### src/rtl/ram_arb_2to1_if.sv
// Request/response and RAM macro signals shared by the 2:1 RAM arbiter.
// The slave view is the arbiter's; the master view belongs to the requesters and the RAM.
interface ram_arb_2to1_if #(
  parameter int unsigned AW = 5,
  parameter int unsigned DW = 64
);
  logic          req0, req1;
  logic          we0, we1;
  logic          lock0, lock1;
  logic [AW-1:0] addr0, addr1;
  logic [DW-1:0] wdata0, wdata1;
  logic          ready0, ready1;
  logic          rvalid0, rvalid1;
  logic [DW-1:0] rdata0, rdata1;
  logic          ram_cen;
  logic          ram_wen;
  logic [AW-1:0] ram_addr;
  logic [DW-1:0] ram_din;
  logic [DW-1:0] ram_dout;

  modport slave (
    input  req0, req1, we0, we1, lock0, lock1, addr0, addr1, wdata0, wdata1, ram_dout,
    output ready0, ready1, rvalid0, rvalid1, rdata0, rdata1,
    output ram_cen, ram_wen, ram_addr, ram_din
  );

  modport master (
    output req0, req1, we0, we1, lock0, lock1, addr0, addr1, wdata0, wdata1, ram_dout,
    input  ready0, ready1, rvalid0, rvalid1, rdata0, rdata1,
    input  ram_cen, ram_wen, ram_addr, ram_din
  );
endinterface

### src/rtl/ram_arb_2to1.sv
// Round-robin 2:1 arbiter with bounded lock in front of a single-port synchronous SRAM.
// Grants and RAM controls are combinational from the requests; read data returns one cycle later.
module ram_arb_2to1 #(
  parameter int unsigned AW       = 5,
  parameter int unsigned DW       = 64,
  parameter int unsigned LOCK_MAX = 8
) (
  input logic           clk,
  input logic           rst_n,
  ram_arb_2to1_if.slave bus
);
  localparam int unsigned CW = 8;
  localparam logic [CW-1:0] CNT_LAST = CW'(LOCK_MAX - 1);

  logic          last;
  logic          locked;
  logic          owner;
  logic [CW-1:0] lock_cnt;
  logic          rd_pend;
  logic          rd_owner;

  logic          lock_act;
  logic          gnt_any;
  logic          gnt_sel;
  logic          gnt_we;
  logic          gnt_lock;
  logic [AW-1:0] gnt_addr;
  logic [DW-1:0] gnt_wdata;
  logic [CW-1:0] cnt_eff;

  // Grant selection: an active lock wins, otherwise round-robin on ties
  always_comb begin
    lock_act  = 1'b0;
    gnt_any   = 1'b0;
    gnt_sel   = 1'b0;
    gnt_we    = 1'b0;
    gnt_lock  = 1'b0;
    gnt_addr  = '0;
    gnt_wdata = '0;
    cnt_eff   = '0;

    lock_act = locked && (owner ? bus.req1 : bus.req0);
    gnt_any  = rst_n && (bus.req0 || bus.req1);
    if (lock_act)                  gnt_sel = owner;
    else if (bus.req0 && bus.req1) gnt_sel = ~last;
    else                           gnt_sel = bus.req1;

    gnt_we    = gnt_sel ? bus.we1    : bus.we0;
    gnt_lock  = gnt_sel ? bus.lock1  : bus.lock0;
    gnt_addr  = gnt_sel ? bus.addr1  : bus.addr0;
    gnt_wdata = gnt_sel ? bus.wdata1 : bus.wdata0;
    // A lock run continues only for the requester that already owns it
    cnt_eff   = (locked && (owner == gnt_sel)) ? lock_cnt : '0;
  end

  assign bus.ready0   = gnt_any && !gnt_sel;
  assign bus.ready1   = gnt_any &&  gnt_sel;
  assign bus.ram_cen  = ~gnt_any;
  assign bus.ram_wen  = ~(gnt_any && gnt_we);
  assign bus.ram_addr = gnt_any ? gnt_addr : '0;
  assign bus.ram_din  = (gnt_any && gnt_we) ? gnt_wdata : '0;

  assign bus.rvalid0  = rd_pend && !rd_owner;
  assign bus.rvalid1  = rd_pend &&  rd_owner;
  assign bus.rdata0   = bus.rvalid0 ? bus.ram_dout : '0;
  assign bus.rdata1   = bus.rvalid1 ? bus.ram_dout : '0;

  // Arbitration history, lock run tracking and read-return bookkeeping
  always_ff @(posedge clk or negedge rst_n) begin
    if (!rst_n) begin
      last     <= 1'b1;
      locked   <= 1'b0;
      owner    <= 1'b0;
      lock_cnt <= '0;
      rd_pend  <= 1'b0;
      rd_owner <= 1'b0;
    end else begin
      rd_pend <= gnt_any && !gnt_we;
      if (gnt_any) begin
        last <= gnt_sel;
        if (!gnt_we) rd_owner <= gnt_sel;
      end
      // The grant that brings the count to its limit releases the lock
      if (gnt_any && gnt_lock && (cnt_eff < CNT_LAST)) begin
        locked   <= 1'b1;
        owner    <= gnt_sel;
        lock_cnt <= cnt_eff + CW'(1);
      end else begin
        locked   <= 1'b0;
        lock_cnt <= '0;
      end
    end
  end
endmodule

### src/flat_wrapper.sv
// flat-port wrapper written by rule: the top's interface ports become plain ports
module ram_arb_2to1_flat 
#(
  parameter int unsigned AW       = 5,
  parameter int unsigned DW       = 64,
  parameter int unsigned LOCK_MAX = 8
)
  (clk, rst_n, bus_req0, bus_req1, bus_we0, bus_we1, bus_lock0, bus_lock1, bus_addr0, bus_addr1, bus_wdata0, bus_wdata1, bus_ram_dout, bus_ready0, bus_ready1, bus_rvalid0, bus_rvalid1, bus_rdata0, bus_rdata1, bus_ram_cen, bus_ram_wen, bus_ram_addr, bus_ram_din);
  ram_arb_2to1_if #(.AW(AW), .DW(DW)) bus_i ();
  input logic clk;
  input logic rst_n;
  input wire logic [$bits(bus_i.req0)-1:0] bus_req0;
  input wire logic [$bits(bus_i.req1)-1:0] bus_req1;
  input wire logic [$bits(bus_i.we0)-1:0] bus_we0;
  input wire logic [$bits(bus_i.we1)-1:0] bus_we1;
  input wire logic [$bits(bus_i.lock0)-1:0] bus_lock0;
  input wire logic [$bits(bus_i.lock1)-1:0] bus_lock1;
  input wire logic [$bits(bus_i.addr0)-1:0] bus_addr0;
  input wire logic [$bits(bus_i.addr1)-1:0] bus_addr1;
  input wire logic [$bits(bus_i.wdata0)-1:0] bus_wdata0;
  input wire logic [$bits(bus_i.wdata1)-1:0] bus_wdata1;
  input wire logic [$bits(bus_i.ram_dout)-1:0] bus_ram_dout;
  output wire logic [$bits(bus_i.ready0)-1:0] bus_ready0;
  output wire logic [$bits(bus_i.ready1)-1:0] bus_ready1;
  output wire logic [$bits(bus_i.rvalid0)-1:0] bus_rvalid0;
  output wire logic [$bits(bus_i.rvalid1)-1:0] bus_rvalid1;
  output wire logic [$bits(bus_i.rdata0)-1:0] bus_rdata0;
  output wire logic [$bits(bus_i.rdata1)-1:0] bus_rdata1;
  output wire logic [$bits(bus_i.ram_cen)-1:0] bus_ram_cen;
  output wire logic [$bits(bus_i.ram_wen)-1:0] bus_ram_wen;
  output wire logic [$bits(bus_i.ram_addr)-1:0] bus_ram_addr;
  output wire logic [$bits(bus_i.ram_din)-1:0] bus_ram_din;
  assign bus_i.req0 = bus_req0;
  assign bus_i.req1 = bus_req1;
  assign bus_i.we0 = bus_we0;
  assign bus_i.we1 = bus_we1;
  assign bus_i.lock0 = bus_lock0;
  assign bus_i.lock1 = bus_lock1;
  assign bus_i.addr0 = bus_addr0;
  assign bus_i.addr1 = bus_addr1;
  assign bus_i.wdata0 = bus_wdata0;
  assign bus_i.wdata1 = bus_wdata1;
  assign bus_i.ram_dout = bus_ram_dout;
  assign bus_ready0 = bus_i.ready0;
  assign bus_ready1 = bus_i.ready1;
  assign bus_rvalid0 = bus_i.rvalid0;
  assign bus_rvalid1 = bus_i.rvalid1;
  assign bus_rdata0 = bus_i.rdata0;
  assign bus_rdata1 = bus_i.rdata1;
  assign bus_ram_cen = bus_i.ram_cen;
  assign bus_ram_wen = bus_i.ram_wen;
  assign bus_ram_addr = bus_i.ram_addr;
  assign bus_ram_din = bus_i.ram_din;
  ram_arb_2to1 #(.AW(AW), .DW(DW), .LOCK_MAX(LOCK_MAX)) u_core (.clk(clk), .rst_n(rst_n), .bus(bus_i));
endmodule
### config.mk
export PLATFORM = sky130hd
export DESIGN_NAME = ram_arb_2to1_flat
export DESIGN_NICKNAME = d
export VERILOG_FILES = /design/src/rtl/ram_arb_2to1_if.sv /design/src/rtl/ram_arb_2to1.sv /design/src/flat_wrapper.sv
export SDC_FILE = /design/constraint.sdc
export NUM_CORES = 1
export LEC_CHECK = 0
export CAP_MARGIN = 20
export CORE_AREA = 4 4 159 161
export CTS_CLUSTER_SIZE = 30
export DETAILED_ROUTE_END_ITERATION = 8
export DIE_AREA = 0 0 163 165
export GPL_ROUTABILITY_DRIVEN = 0
export PLACE_DENSITY = 0.46
export SYNTH_ARGS = -nofsm -noshare
export SYNTH_HDL_FRONTEND = slang
export SYNTH_SLANG_ARGS = --single-unit
### constraint.sdc
create_clock -name clk -period 2.9 [get_ports clk]
set_clock_uncertainty 0.2 [all_clocks]
set_input_delay 0.435 -clock clk [delete_from_list [all_inputs] [get_ports clk]]
set_output_delay 0.435 -clock clk [all_outputs]
set_load 0.005 [all_outputs]
Word level (Yosys, flattened, before mapping)
Index checks and enable logic that the tools add are counted.
{"block": "totals", "register_bits": 13, "latch_bits": 0, "ramBits": 0, "mem_bits_ro": 0, "inputBits": 210, "output_inout_bits": 203, "word_cells": 44, "n_memories": 0}
{"block": "classes", "n_addsub": 1, "mul": 0, "div_mod_pow": 0, "magnitude_cmp": 1, "n_eq_ne": 1, "n_shift": 0, "muxes": 14, "bitwise_logic": 4, "reduce_logical": 17}
{"cell": "$mux 64", "n": 4}
{"cell": "$mux 8", "n": 2}
{"cell": "$logic_and 1x1->1", "n": 12}
{"cell": "$mux 5", "n": 2}
{"cell": "$add 8x1->8 const B", "n": 1}
{"cell": "$lt 8x3->1 const B", "n": 1}
{"cell": "$mux 1", "n": 6}
{"cell": "$not 1->1", "n": 4}
{"cell": "$logic_not 1->1", "n": 3}
{"cell": "$reduce_and 2->1", "n": 1}
{"cell": "$eq 1x1->1", "n": 1}
{"cell": "$logic_or 1x1->1", "n": 1}

Logic depth before layout (Yosys ltp)
{"block": "logic_depth", "ltp_word": 9, "depth_mapped": 9, "ltp_nobuf": 8}

Least setup slack after synthesis
No wires, ideal clock.
{"block": "synth_path", "path_kind": "input to register", "from": "in bus_req0", "to": "reg u_core.owner", "setup_time_ns": 0.127, "arrival_ns": 1.971, "t_required_ns": 2.573, "setup_slack_ns": 0.602, "path_stages": 9, "path_buffers": 1, "path_cell_list": "buf_2 > nor3b_1 > a211oi_2 > and2_1 > ha_1 > a21oi_1 > nand2_1 > o2bb2ai_1 > mux2_1"}
{"block": "synth_via", "elab_chain_cells": 8, "elab_cells_between_ends": 14, "classes_between": "1 x order compare; 1 x eq/ne; 5 x mux; 7 x reduce/logical"}
{"element": "start: declaration", "line": "flat_wrapper.sv:12", "source": "input wire logic [$bits(bus_i.req0)-1:0] bus_req0;"}
{"element": "$logic_and 1x1->1 / $mux 1 (equally long branches)", "line": "ram_arb_2to1.sv:45, ram_arb_2to1.sv:42"}
{"element": "$mux 1 / $logic_and 1x1->1 (equally long branches)", "line": "ram_arb_2to1.sv:45, ram_arb_2to1.sv:42"}
{"element": "$mux 1", "line": "ram_arb_2to1.sv:44", "source": "if (lock_act) gnt_sel = owner;"}
{"element": "$eq 1x1->1", "line": "ram_arb_2to1.sv:53", "source": "cnt_eff = (locked && (owner == gnt_sel)) ? lock_cnt : '0;"}
{"element": "$logic_and 1x1->1", "line": "ram_arb_2to1.sv:53"}
{"element": "$mux 8", "line": "ram_arb_2to1.sv:53"}
{"element": "$lt 8x3->1", "line": "ram_arb_2to1.sv:84", "source": "if (gnt_any && gnt_lock && (cnt_eff < CNT_LAST)) begin"}
{"element": "$logic_and 1x1->1", "line": "ram_arb_2to1.sv:84"}
{"element": "end signal: assignment", "line": "ram_arb_2to1.sv:86", "source": "owner <= gnt_sel;"}
{"element": "end: declaration", "line": "ram_arb_2to1.sv:17", "source": "logic owner;"}
Parallel ways exist; a longest one is shown, timed or not.
A chain may end at the register's enable or synchronous reset.

Worst setup path in the final report
{"block": "layout_path", "from": "reg u_core.locked", "to": "out bus_ram_din[55]"}
{"block": "layout_via", "elab_chain_cells": 5, "elab_cells_between_ends": 6, "classes_between": "4 x mux; 2 x reduce/logical"}
{"element": "start: declaration", "line": "ram_arb_2to1.sv:16", "source": "logic locked;"}
{"element": "start signal: assignment", "line": "ram_arb_2to1.sv:72", "source": "locked <= 1'b0;"}
{"element": "start signal: assignment", "line": "ram_arb_2to1.sv:85", "source": "locked <= 1'b1;"}
{"element": "start signal: assignment", "line": "ram_arb_2to1.sv:89", "source": "locked <= 1'b0;"}
{"element": "$logic_and 1x1->1 (*)", "line": "ram_arb_2to1.sv:42", "source": "lock_act = locked && (owner ? bus.req1 : bus.req0);"}
{"element": "$mux 1 (*)", "line": "ram_arb_2to1.sv:44"}
{"element": "$mux 1", "line": "ram_arb_2to1.sv:48", "source": "gnt_we = gnt_sel ? bus.we1 : bus.we0;"}
{"element": "$logic_and 1x1->1", "line": "ram_arb_2to1.sv:61", "source": "assign bus.ram_din = (gnt_any && gnt_we) ? gnt_wdata : '0;"}
{"element": "$mux 64 (*)", "line": "ram_arb_2to1.sv:61"}
{"element": "end: declaration", "line": "flat_wrapper.sv:32", "source": "output wire logic [$bits(bus_i.ram_din)-1:0] bus_ram_din;"}
Mark *: on every way between the ends. The rest lies on a longest branch, timed or not.

==> qor.txt <==
critical path's top delay family: buffers and inverters
core area: 24000 um^2
CP Max Fanout: 8
total CTS buffers: 3
cell count after synthesis: 364
CP Launch Point: u_core.locked$_DFF_PN0_
Worst Reg2Reg Path Length in Cells: 8
Max Freq: 336 MHz
clock-pin slew on the worst setup and hold paths: 0.05 ns
antenna violations before repair: 0
Synth area leaders: mux2i_1 23%, and2_1 15%, and3_1 14%
worst path bufs/invs: 3
sequential element share of the synthesized area: 11.7%
gr ovfl total: 0
commonest non-fill, non-tap cells in the layout: 343 x clkdlybuf4s50_1, 67 x and2_1, 64 x and3_1
DIE WIDTH: 163 um
Worst R2R Start: u_core.owner$_DFFE_PN0P_
total track usage: 13.6%
failing checks: setup timing
height of the die: 165 um
CP cell instances: or2_4 > a31oi_4 > mux2i_4 > buf_12 > buf_16 > nor3_2 > clkdlybuf4s50_1
biggest area consumer among synthesized cells: mux2i_1
placed insts: 1110
HPWL Detailed: 17.4 mm
Rows: 57
max cap viols: 0
critical setup path kind: flip-flop to output port
clock sinks: 13
final cell utilization of the core: 33.6%
CTS tree: done
largest net degree at the start of global routing: 68
# hold bufs at CTS: 0
RR Endpoint: u_core.owner$_DFFE_PN0P_
status: finished, violations left
post-synthesis cell area: 2780 um^2
period utilization: 103%
delay of the slowest critical-path stage: 0.45 ns
num ports: 413
R2R Setup Slk: 0.76 ns
Syn Area/Cell: 7.64 um^2
leak pwr: 3.70 nW
Root Driver: clkbuf_16
first-pass GRT wire length: 28.1 mm
Required @ worst endpoint: 2.27 ns
final critical-path required period: 2.98 ns
DRT iter0 DRCs: 136
RSZ-0062 raised after global routing: yes
Layout Cells excl Fill: 1136
final setup vio count: 4
Top FF cell, synth: dfrtp_1
vias in the first global route: 4318
DP Worst Slack: -0.206 ns
fin nets: 1024
via count: 4460
number of flops mapped to enable cells by yosys: 0
final WL: 21.5 mm
diode count: 0
CTS max path bufs: 2
Yosys reg bits: 13
Starting Density: 11.6%
Total Power: 1.76 mW
final worst setup slack: -0.0777 ns
Arrival @ worst endpoint: 2.34 ns
layout cells sized above 1: 18.1%
wire per inst: 19.0 um
total die area: 26900 um^2
CTS H-tree depth: 1
critical path depth: 7
startpoint types: flip-flop
post-synth top area share: 23.4%
Distinct cells, synth: 35
First-pass DRT Iterations: 4
slowest CP cell: clkdlybuf4s50_1
worst skew pair latency: 0.24 ns
PwrDens: 219 nW/um^2
Min Hold Slack: 0.115 ns
most common cell after layout, fill and taps aside: clkdlybuf4s50_1
remaining antenna violation count: 0
Pins Over Slew Limit: 0
IO buf count: 412
Max IR drop VDD: 0.167 mV
Fin. Hold Viols: 0
DRC viols: 0
total number of yosys warnings: 0
crit path capture: bus_ram_din[55]
Crit. End Element: output port
asr flop ratio synth: 100%
Area Overhead vs Synth: 189%
via-per-instance ratio: 3.93
Hold WC Path Type: primary input to asynchronous set/reset pin
## repair_timing
item | 4_1_cts | 5_1_grt
gates cloned | 0 | 5
resized for setup | 48 | 105
pin swaps | 0 | 1
endpoints found under the setup margin | 69 | 69
setup buffers | 0 | 17
## kinds of logic after synthesis
family / Yosys count / share of synthesized area, %
other: 1 / 0.135
adder cells (fa/ha/maj): 1 / 0.450
flip-flops: 13 / 11.7
AND/OR/NAND/NOR: 216 / 50.1
multiplexers: 66 / 23.8
XOR/XNOR: 1 / 0.315
buffers and inverters: 49 / 8.45
AO/OA/AOI/OAI: 17 / 5.04
## synth_stat cells, types with 4 or more instances
library cell  count
a22o_1            5
buf_2             5
nor3_1           35
mux2i_1          65
inv_1             4
and2_1           68
clkbuf_1         30
dfrtp_1          12
and3_1           64
nor3_2           29
nor2_1            4
nand2_1           4
## sequential cells by signal (all words and copies together) (netlist names)
name and count:
u_core.last 1, u_core.lock_cnt 8, u_core.locked 1, u_core.owner 1, u_core.rd_owner 1, u_core.rd_pend 1
## report_power, final
| part | total, mW | switching, mW | internal, mW |
|---|---|---|---|
| Sequential | 0.217 | 0.0168 | 0.201 |
| Clock | 0.255 | 0.0720 | 0.183 |
| Combinational | 1.29 | 0.503 | 0.788 |
| Total | 1.76 | 0.592 | 1.17 |
## layout make-up
class | count | area (um^2)
timing repair buffer | 485 | 4920
inverter | 5 | 18.8
tap | 324 | 405
sequential | 13 | 329
clock inverter | 1 | 5.00
multi-input combinational | 305 | 2290
clock buffer | 3 | 75.1
fill | 2560 | 15900
## how the worst min path moves through the flow
stage | cells after the start | slack, ns | endpoint | from
final | 2 | 0.12 | u_core.rd_owner$_DFFE_PN0P_ | rst_n
after global routing | 2 | 0.15 | u_core.rd_pend$_DFF_PN0_ | rst_n
after CTS | 1 | 0.33 | u_core.last$_DFFE_PN1P_ | u_core.last$_DFFE_PN1P_
after detailed placement | 1 | 0.32 | u_core.last$_DFFE_PN1P_ | u_core.last$_DFFE_PN1P_
after global placement | 1 | 0.32 | u_core.last$_DFFE_PN1P_ | u_core.last$_DFFE_PN1P_
after floorplan | 0 | -0.06 | u_core.lock_cnt[0]$_DFF_PN0_ | rst_n
## worst register-to-register path: stages (launching register included)
cell       delay [ns]
dfrtp_1          0.42
nor3b_1          0.24
a211oi_2         0.11
and2_1           0.18
ha_1             0.21
a21oi_1          0.14
nand2_1          0.07
o2bb2ai_1        0.15
mux2_1           0.31
## per-stage QoR
step           setup TNS, ns  area (um^2)
6_report              -0.279         8050
5_1_grt               -0.716         8050
4_1_cts                -3.66         7750
3_5_place_dp          -10.55         7720
3_3_place_gp          -10.81         7720
2_1_floorplan              0         2790
## per-layer routing
metal	GRT usage (%)	wire length, um	up-vias
li1	-	-	2181
met1	15.4	7890	2016
met2	25.6	11400	251
met3	4.32	2050	12
met4	1.79	235	0
met5	0	0	-
No activity file was read; power rests on OpenSTA's default activity.
